===== config.mk =====
export PLATFORM = sky130hd
export DESIGN_NAME = rx_sample_monitor
export DESIGN_NICKNAME = d
export VERILOG_FILES = /design/src/rtl/rx_monitor_pkg.sv /design/src/rtl/rx_abs_sat.sv /design/src/rtl/rx_sample_monitor.sv
export SDC_FILE = /design/constraint.sdc
export NUM_CORES = 1
export LEC_CHECK = 0
export BUFFER_PORTS_ARGS = -buffer_cell sky130_fd_sc_hd__clkbuf_2
export CAP_MARGIN = 40
export CORE_ASPECT_RATIO = 0.75
export CORE_MARGIN = 10
export CORE_UTILIZATION = 56
export DETAILED_ROUTE_END_ITERATION = 12
export PLACE_DENSITY = 0.82
export SYNTH_ARGS = -nofsm -noshare
export SYNTH_HDL_FRONTEND = slang
export SYNTH_SLANG_ARGS = --single-unit

===== constraint.sdc =====
create_clock -name clk -period 7.01 [get_ports clk]
set_input_delay 0.701 -clock clk [delete_from_list [all_inputs] [get_ports clk]]
set_output_delay 0.701 -clock clk [all_outputs]
set_load 0.02 [all_outputs]

===== src/rtl/rx_monitor_pkg.sv =====
// rx_monitor_pkg: FSM state type and control-word field positions for rx_sample_monitor
package rx_monitor_pkg;
  typedef enum logic {IDLE, RUN} state_t;
  localparam int CTRL_EN_BIT = 0;
  localparam int CTRL_CLR_BIT = 1;
  localparam int CTRL_WIN_LSB = 8;
  localparam int CTRL_WIN_W = 24;
endpackage


===== src/rtl/rx_abs_sat.sv =====
// rx_abs_sat: combinational saturating magnitude of a signed DW-bit value (x in, mag out)
module rx_abs_sat #(
  parameter int DW = 16
) (
  input  logic [DW-1:0] x,
  output logic [DW-1:0] mag
);
  logic [DW-1:0] neg;
  assign neg = -x;
  // only the most negative code negates back to itself with the sign bit still set
  assign mag = !x[DW-1] ? x : (neg[DW-1] ? {1'b0, {(DW-1){1'b1}}} : neg);
endmodule


===== src/rtl/rx_sample_monitor.sv =====
// rx_sample_monitor: windowed peak/count statistics on the RX ADC I/Q stream
//   in:  clk, resetn (sync, active-low), adc_valid, adc_i, adc_q, ctrl {N[31:8], clear[1], enable[0]}
//   out: stat_total, stat_peak {clip_cnt, peak}, stat_windows, win_done
//   RX_SAMPLE_MONITOR_CLIP_COUNT_EN enables the per-window clip counter in stat_peak[31:16]
module rx_sample_monitor
  import rx_monitor_pkg::*;
#(
  parameter int DATA_WIDTH = 16,
  parameter logic [15:0] CLIP_THRESH = 16'd32000
) (
  input  logic                  clk,
  input  logic                  resetn,
  input  logic                  adc_valid,
  input  logic [DATA_WIDTH-1:0] adc_i,
  input  logic [DATA_WIDTH-1:0] adc_q,
  input  logic [31:0]           ctrl,
  output logic [31:0]           stat_total,
  output logic [31:0]           stat_peak,
  output logic [31:0]           stat_windows,
  output logic                  win_done
);
  state_t state, state_nxt;
  logic clr_hist, clr, run_req, accept, win_end, restart;
  logic [CTRL_WIN_W-1:0] win_n, win_last, cnt;
  logic [DATA_WIDTH-1:0] abs_i, abs_q, mag, acc_peak, peak_nxt;
  logic [15:0] clip_nxt;
  logic unused_ctrl;

  rx_abs_sat #(.DW(DATA_WIDTH)) u_abs_i (.x(adc_i), .mag(abs_i));
  rx_abs_sat #(.DW(DATA_WIDTH)) u_abs_q (.x(adc_q), .mag(abs_q));

  assign win_n = ctrl[CTRL_WIN_LSB +: CTRL_WIN_W];
  assign win_last = win_n - 24'd1;
  assign run_req = ctrl[CTRL_EN_BIT] && win_n != '0;
  assign clr = ctrl[CTRL_CLR_BIT] && !clr_hist;
  // >= rather than == so a shrunk N closes an over-long window on its next sample
  assign win_end = accept && cnt >= win_last;
  assign restart = clr || state != RUN || win_end;
  assign mag = abs_i > abs_q ? abs_i : abs_q;
  assign peak_nxt = mag > acc_peak ? mag : acc_peak;
  assign unused_ctrl = ^ctrl[7:2];

`ifdef RX_SAMPLE_MONITOR_CLIP_COUNT_EN
  logic [15:0] clip_cnt;
  logic clip_hit;
  assign clip_hit = 16'(abs_i) >= CLIP_THRESH || 16'(abs_q) >= CLIP_THRESH;
  assign clip_nxt = clip_cnt + ((clip_hit && clip_cnt != '1) ? 16'd1 : 16'd0);
  always_ff @(posedge clk)
    if (!resetn || restart) clip_cnt <= '0;
    else if (accept) clip_cnt <= clip_nxt;
`else
  logic unused_thresh;
  assign unused_thresh = ^CLIP_THRESH;
  assign clip_nxt = '0;
`endif

  always_ff @(posedge clk)
    if (!resetn) state <= IDLE;
    else state <= state_nxt;

  always_comb state_nxt = run_req ? RUN : IDLE;

  always_comb accept = adc_valid && state == RUN;

  always_ff @(posedge clk) begin
    if (!resetn) begin
      clr_hist <= 1'b0;
      win_done <= 1'b0;
      stat_total <= '0;
      stat_peak <= '0;
      stat_windows <= '0;
      acc_peak <= '0;
      cnt <= '0;
    end else begin
      clr_hist <= ctrl[CTRL_CLR_BIT];
      win_done <= win_end && !clr;
      if (clr) begin
        stat_total <= '0;
        stat_peak <= '0;
        stat_windows <= '0;
      end else if (accept) begin
        stat_total <= stat_total + 32'd1;
        if (win_end) begin
          stat_peak <= {clip_nxt, 16'(peak_nxt)};
          stat_windows <= stat_windows + 32'd1;
        end
      end
      acc_peak <= restart ? '0 : (accept ? peak_nxt : acc_peak);
      cnt <= restart ? '0 : (accept ? cnt + 24'd1 : cnt);
    end
  end
endmodule


======== Word-level counts from Yosys, hierarchy flattened ========
Cells that the tools add are included.
storage, ports and cells
  logic and storage cells ................. 39
  input bits .............................. 67
  output and inout port bits .............. 97
  RAM bits ................................ 0
  memory bits (read-only) ................. 0
  register bits after elaboration ......... 123
  bits in latches ......................... 0
  memories ................................ 0
cells by class
  reduce and logical (&&, ||, !) cells .... 13
  shift-type cells ........................ 0
  divide/modulo/power cells ............... 0
  magnitude comparators ................... 3
  mux-type cells .......................... 7
  multipliers ............................. 0
  $add $sub $neg .......................... 6
  bitwise gates (word level) .............. 2
  eq/ne operators ......................... 0
operators with widths
  operator                                                               count
  32-bit by 1-bit adder with 32-bit output (second input constant)       2
  16-bit two-way mux                                                     4
  16-bit greater-than comparator                                         2
  16-bit negator                                                         2
  15-bit two-way mux                                                     2
  24-bit by 1-bit adder with 24-bit output (second input constant)       1
  24-bit >= comparator                                                   1
  24-bit nonzero test                                                    1
  24-bit by 1-bit subtractor with 24-bit output (second input constant)  1
  1-bit logical AND                                                      5
  2-bit OR reduction                                                     2
  1-bit zero test                                                        2
  1-bit logical OR                                                       2
  1-bit inverter                                                         2
  2-bit AND reduction                                                    1
  1-bit two-way mux                                                      1

======== Logic depth before layout (Yosys ltp) ========
  depth after elaboration ................. 7
  mapped depth ............................ 27
  gate-level depth less buffers ........... 24

======== Cells and area by module ========
Synthesis repeated with hierarchy kept, for this count alone.
unflattened totals
  cells, all modules ...................... 1,032
  area total of the unflattened synthesis .. 8,167.8 µm²
modules (own cells, without submodules)
  module             instances  cells an instance  area each (µm²)  sequential area each (µm²)
  rx_sample_monitor  1          902                7,339.5          2,462.4
  rx_abs_sat         2          65                 414.1            0.0

======== Worst setup path after synthesis ========
No wires, ideal clock.
  path type ............................... in2reg
  from .................................... in adc_q[9]
  to ...................................... reg stat_peak[5]
  required time ........................... 6.940 ns
  slack ................................... 1.201 ns
  path buffers ............................ 4
  setup time .............................. 0.070 ns
  data arrival time ....................... 5.739 ns
  stages on the path ...................... 25
  path through ............................ or4_4 > or4_4 > nor4_4 > buf_6 > nor2_2 > o21a_1 > ha_1 > nor2b_1 > o211ai_1 > a2111o_1 > and3_1 > clkbuf_1 > a2111oi_0 > o21ba_2 > inv_1 > ha_1 > and4b_1 > o2bb2ai_1 > a31oi_1 > nor3b_1 > or2_2 > clkbuf_1 > clkbuf_1 > a21oi_1 > a21oi_1
between the ends
  longest elaborated chain between the ends .. 7
ends and longest elaborated chain
  item                            line                     RTL
  from (decl)                     rx_sample_monitor.sv:15  input logic [DATA_WIDTH-1:0] adc_q,
  16-bit negator                  rx_abs_sat.sv:9          assign neg = -x;
  15-bit two-way mux              rx_abs_sat.sv:11         assign mag = !x[DW-1] ? x : (neg[DW-1] ? {1'b0, {(DW-1){1'b1}}} : neg);
  16-bit two-way mux *            rx_abs_sat.sv:11
  16-bit greater-than comparator  rx_sample_monitor.sv:39  assign mag = abs_i > abs_q ? abs_i : abs_q;
  16-bit two-way mux *            rx_sample_monitor.sv:39
  16-bit greater-than comparator  rx_sample_monitor.sv:40  assign peak_nxt = mag > acc_peak ? mag : acc_peak;
  16-bit two-way mux *            rx_sample_monitor.sv:40
  to (signal assigned)            rx_sample_monitor.sv:84  stat_peak <= {clip_nxt, 16'(peak_nxt)};
  to (decl)                       rx_sample_monitor.sv:18  output logic [31:0] stat_peak,
Every way passes the cells marked *; elsewhere a longest branch is shown, timed or not.
A chain may end at the register's enable or synchronous reset.

======== Final worst setup path ========
  from .................................... in adc_q[5]
  to ...................................... reg acc_peak[6]
between the ends
  longest elaborated chain between the ends .. 7
ends and longest elaborated chain
  item                            line                     RTL
  16-bit negator                  rx_abs_sat.sv:9
  15-bit two-way mux              rx_abs_sat.sv:11
  16-bit two-way mux *            rx_abs_sat.sv:11
  16-bit greater-than comparator  rx_sample_monitor.sv:39
  16-bit two-way mux *            rx_sample_monitor.sv:39
  16-bit greater-than comparator  rx_sample_monitor.sv:40
  16-bit two-way mux *            rx_sample_monitor.sv:40
  to (signal assigned)            rx_sample_monitor.sv:88  acc_peak <= restart ? '0 : (accept ? peak_nxt : acc_peak);
  to (decl)                       rx_sample_monitor.sv:25  logic [DATA_WIDTH-1:0] abs_i, abs_q, mag, acc_peak, peak_nxt;
Marked as above.

==> impl_metrics.ini <==
[run_status]
outcome = completed

[route]
drt_iter0_markers = 535
vias = 7807
drtAntennaViolNets = 0
wl_per_cell_um = 16.2
routed_via_density = 5.81
routed_wl_mm = 21.8
drc_errors = 0
firstDrtPassIters = 7

[finish]
area_growth_pct = 17.6
layout.nets = 1283
instances_no_fill = 1343
n_antenna_cell = 0
drive_gt1_share_pct = 17.9
n_fill_cell = 1185

[clock_tree]
holdBufCountCts = 0
cts_resized = 0
postCtsSetupBuffers = 0
clk_pin_slew_ns = 0.06
root_buffer = clkbuf_16
cts_sinks = 123
cts_max_level = 4
cts_made_buffers = 17
clockBufferDepth = 2
clk_latency_ns = 0.41
cts_tree = done

[worst_setup_path]
ff2ff_path_depth = 8
endpoint = acc_peak[6]$_SDFFE_PP0P_
crit_path_max_incr_delay_ns = 0.45
path_class = input port to register
cp_common_cell = a21oi_1
critPathSlowestCell = and3_1
r2r-start = cnt[22]$_SDFFE_PP0P_
cp_data_arrival_time_ns = 6.44
cp-end-kind = register
cp-start-kind = input port
worstReg2RegEnd = stat_peak[14]$_SDFFE_PP0P_
regToRegSetupSlack_ns = 4.01
critical_path.startpoint = adc_q[5]
cp_max_fo = 15
worstPathRequired_ns = 7.34
path_cells = clkbuf_2 -> or3_1 -> or3_1 -> o41ai_1 -> mux2i_1 -> inv_1 -> ha_1 -> a21oi_1 -> a21oi_1 -> nor3_1 -> and3_1 -> nor2_1 -> a21oi_1 -> inv_1 -> ha_1 -> a211oi_1 -> o2bb2ai_1 -> a31oi_1 -> nor3b_1 -> or2_2 -> buf_4 -> o21ai_0 -> a21oi_1

[global_route]
antenna_found_initial = 0
grt_first_pass_wirelength_mm = 35.2
overflow = 0
grt_max_degree = 44
grt_pass1_vias = 7327
grt.total_usage_pct = 21.6

[yosys]
synth_xor_area_share_pct = 10.2
synth_top_area_share_pct = 30.7
synth_cell_types = 61
yosysSeqAreaShare_pct = 30.7
netlist_top_cells_count = 123 x dfxtp_1, 106 x nor2_1, 82 x a21oi_1
synth_top_family_by_area = simple AND/OR/NAND/NOR gates
synth_compound_area_share_pct = 17.1
synth_mux_area_share_pct = 0.500
async_reset_ff_share_pct = 0
ys_warn_count = 0
syn_inst = 1018
synth_seq_cells = 123
syn-cell-area_um2 = 8020
yosysTopAreaCell = dfxtp_1
syn_avg_cell_area_um2 = 7.87
yosysMostFrequentCell = dfxtp_1
synth-adder-area-share_pct = 9.52
synth_edf_count = 0
ys.flop_type = dfxtp_1
synthSimpleGateAreaFrac_pct = 26.7
synth_top_cells_by_area = dfxtp_1 31%, ha_1 9.5%, xnor2_1 5.4%

[placed_design]
numPortBuffers = 141
dp_hpwl_mm = 16.5
pre_cts_ws_ns = 0.587
post-place-cells = 1311
gp_congestion = 0.899

[die]
dieHeight_um = 124
die_area_um2 = 19500
start_util_pct = 57.7
core_um2 = 13900
io_pins = 164
fp.dieW_um = 158
rows = 37

[timing]
setup_viol = 0
min_period_ns = 6.11
tightest_slew_ns = 0.840
fin_crit_sh_pct = 87.2
fmax_mhz = 164
setup_tns_ns = 0
final_hold_viol_count = 0
drv_slew = 0
fin_ws_ns = 0.898
rsz0062_at_grt = false
clock_skew_ns = 0.0147
slew_headroom_pct = 44.0

[pwr]
p_leak_nw = 3.66
irDropWorstVdd_mv = 0.253
powerDensity_nw_per_um2 = 198

[worst_hold_path]
holdCritPathClass = register to register
hp-start = stat_peak[15]$_SDFFE_PP0P_
holdPathStages = 2

[run]
timing.max_cap.violations = 0
[per-stage QoR]
step                total power [W]  instance area (um^2)  utilization, %  hold slack (ns)
floorplan                  0.000944                  8070               -            0.427
global placement            0.00103                  8830            63.6            0.452
detailed placement          0.00104                  8850            63.7            0.467
CTS                         0.00187                  9420            67.9            0.478
global route                0.00195                  9420            67.9            0.502
finish                      0.00187                  9420            67.9            0.481
[critical path, delay by kind of cell]
kind,cells,cell delay (ns)
muxes,1,0.35
and+or+nand+nor,7,2.41
AOI/OAI and AO/OA,9,1.86
adders and majority gates,2,0.60
buffers and inverters,4,0.49
[report_power, final]
part           switching, W  internal, W  total (W)
clock network      0.000333     0.000508   0.000841
logic              0.000205     0.000121   0.000326
registers        0.00000171     0.000701   0.000703
[placed cells by master (no fill, tap or decap), types with 4 or more instances in the layout]
cell | synthesis | routed
nand4_1 | 26 | 26
and3_1 | 14 | 14
conb_1 | 1 | 16
nand2b_1 | 12 | 12
a22o_1 | 5 | 5
o21a_1 | 6 | 6
a31oi_1 | 6 | 6
nand3_1 | 52 | 52
or3_1 | 40 | 40
inv_1 | 40 | 40
clkbuf_2 | 0 | 141
o31ai_1 | 10 | 10
nor3_1 | 25 | 25
nor2_1 | 106 | 106
a211oi_1 | 7 | 7
or2_2 | 8 | 8
and4_1 | 8 | 8
ha_1 | 61 | 61
nor4_1 | 12 | 12
buf_4 | 17 | 14
mux2i_1 | 4 | 4
nand2_1 | 74 | 74
and2_1 | 12 | 12
a21oi_1 | 82 | 81
clkinv_4 | 0 | 5
xor2_1 | 44 | 44
o211ai_1 | 14 | 14
dfxtp_1 | 123 | 123
o41ai_1 | 5 | 5
clkbuf_16 | 0 | 17
or4_1 | 9 | 9
o21ai_0 | 67 | 66
xnor2_1 | 49 | 49
[metal layers]
layer / vias to the layer above / track usage (%) / share of wire (%)
met5: - / 0 / 0
met2: 255 / 32.7 / 44
met1: 3628 / 30.5 / 49
met3: 18 / 4.93 / 6.2
li1: 3906 / - / -
met4: 0 / 5.48 / 1.1
[worst min path at each step]
stage,endpoint
floorplan,acc_peak[15]$_SDFFE_PP0P_
global placement,acc_peak[15]$_SDFFE_PP0P_
detailed placement,stat_peak[15]$_SDFFE_PP0P_
CTS,stat_peak[15]$_SDFFE_PP0P_
global route,stat_windows[31]$_SDFFE_PP0P_
finish,stat_peak[15]$_SDFFE_PP0P_
[kinds of logic (layout without fill, tap and decap cells)]
family	Yosys count	after routing
buffers and inverters	93	228
xor gates and xnor gates	93	93
other	1	16
AOI/OAI and AO/OA	228	228
and+or+nand+nor	415	415
DFF	123	123
adders and majority gates	61	61
muxes	4	4
[sequential cells by signal, indices dropped and copies added (netlist names)]
register	count
cnt	24
acc_peak	16
state	1
win_done	1
stat_total	32
stat_windows	32
clr_hist	1
stat_peak	16
[final cells by class]
type / count / area [um^2] / area share [%]
Multi-Input combinational cell: 817 / 5200 / 55.2
Sequential cell: 123 / 2460 / 26.1
Timing Repair Buffer: 156 / 816 / 8.66
Clock buffer: 19 / 453 / 4.81
Tap cell: 175 / 219 / 2.32
Inverter: 40 / 150 / 1.59
Clock inverter: 13 / 120 / 1.27
(Power assumes the default switching activity.)
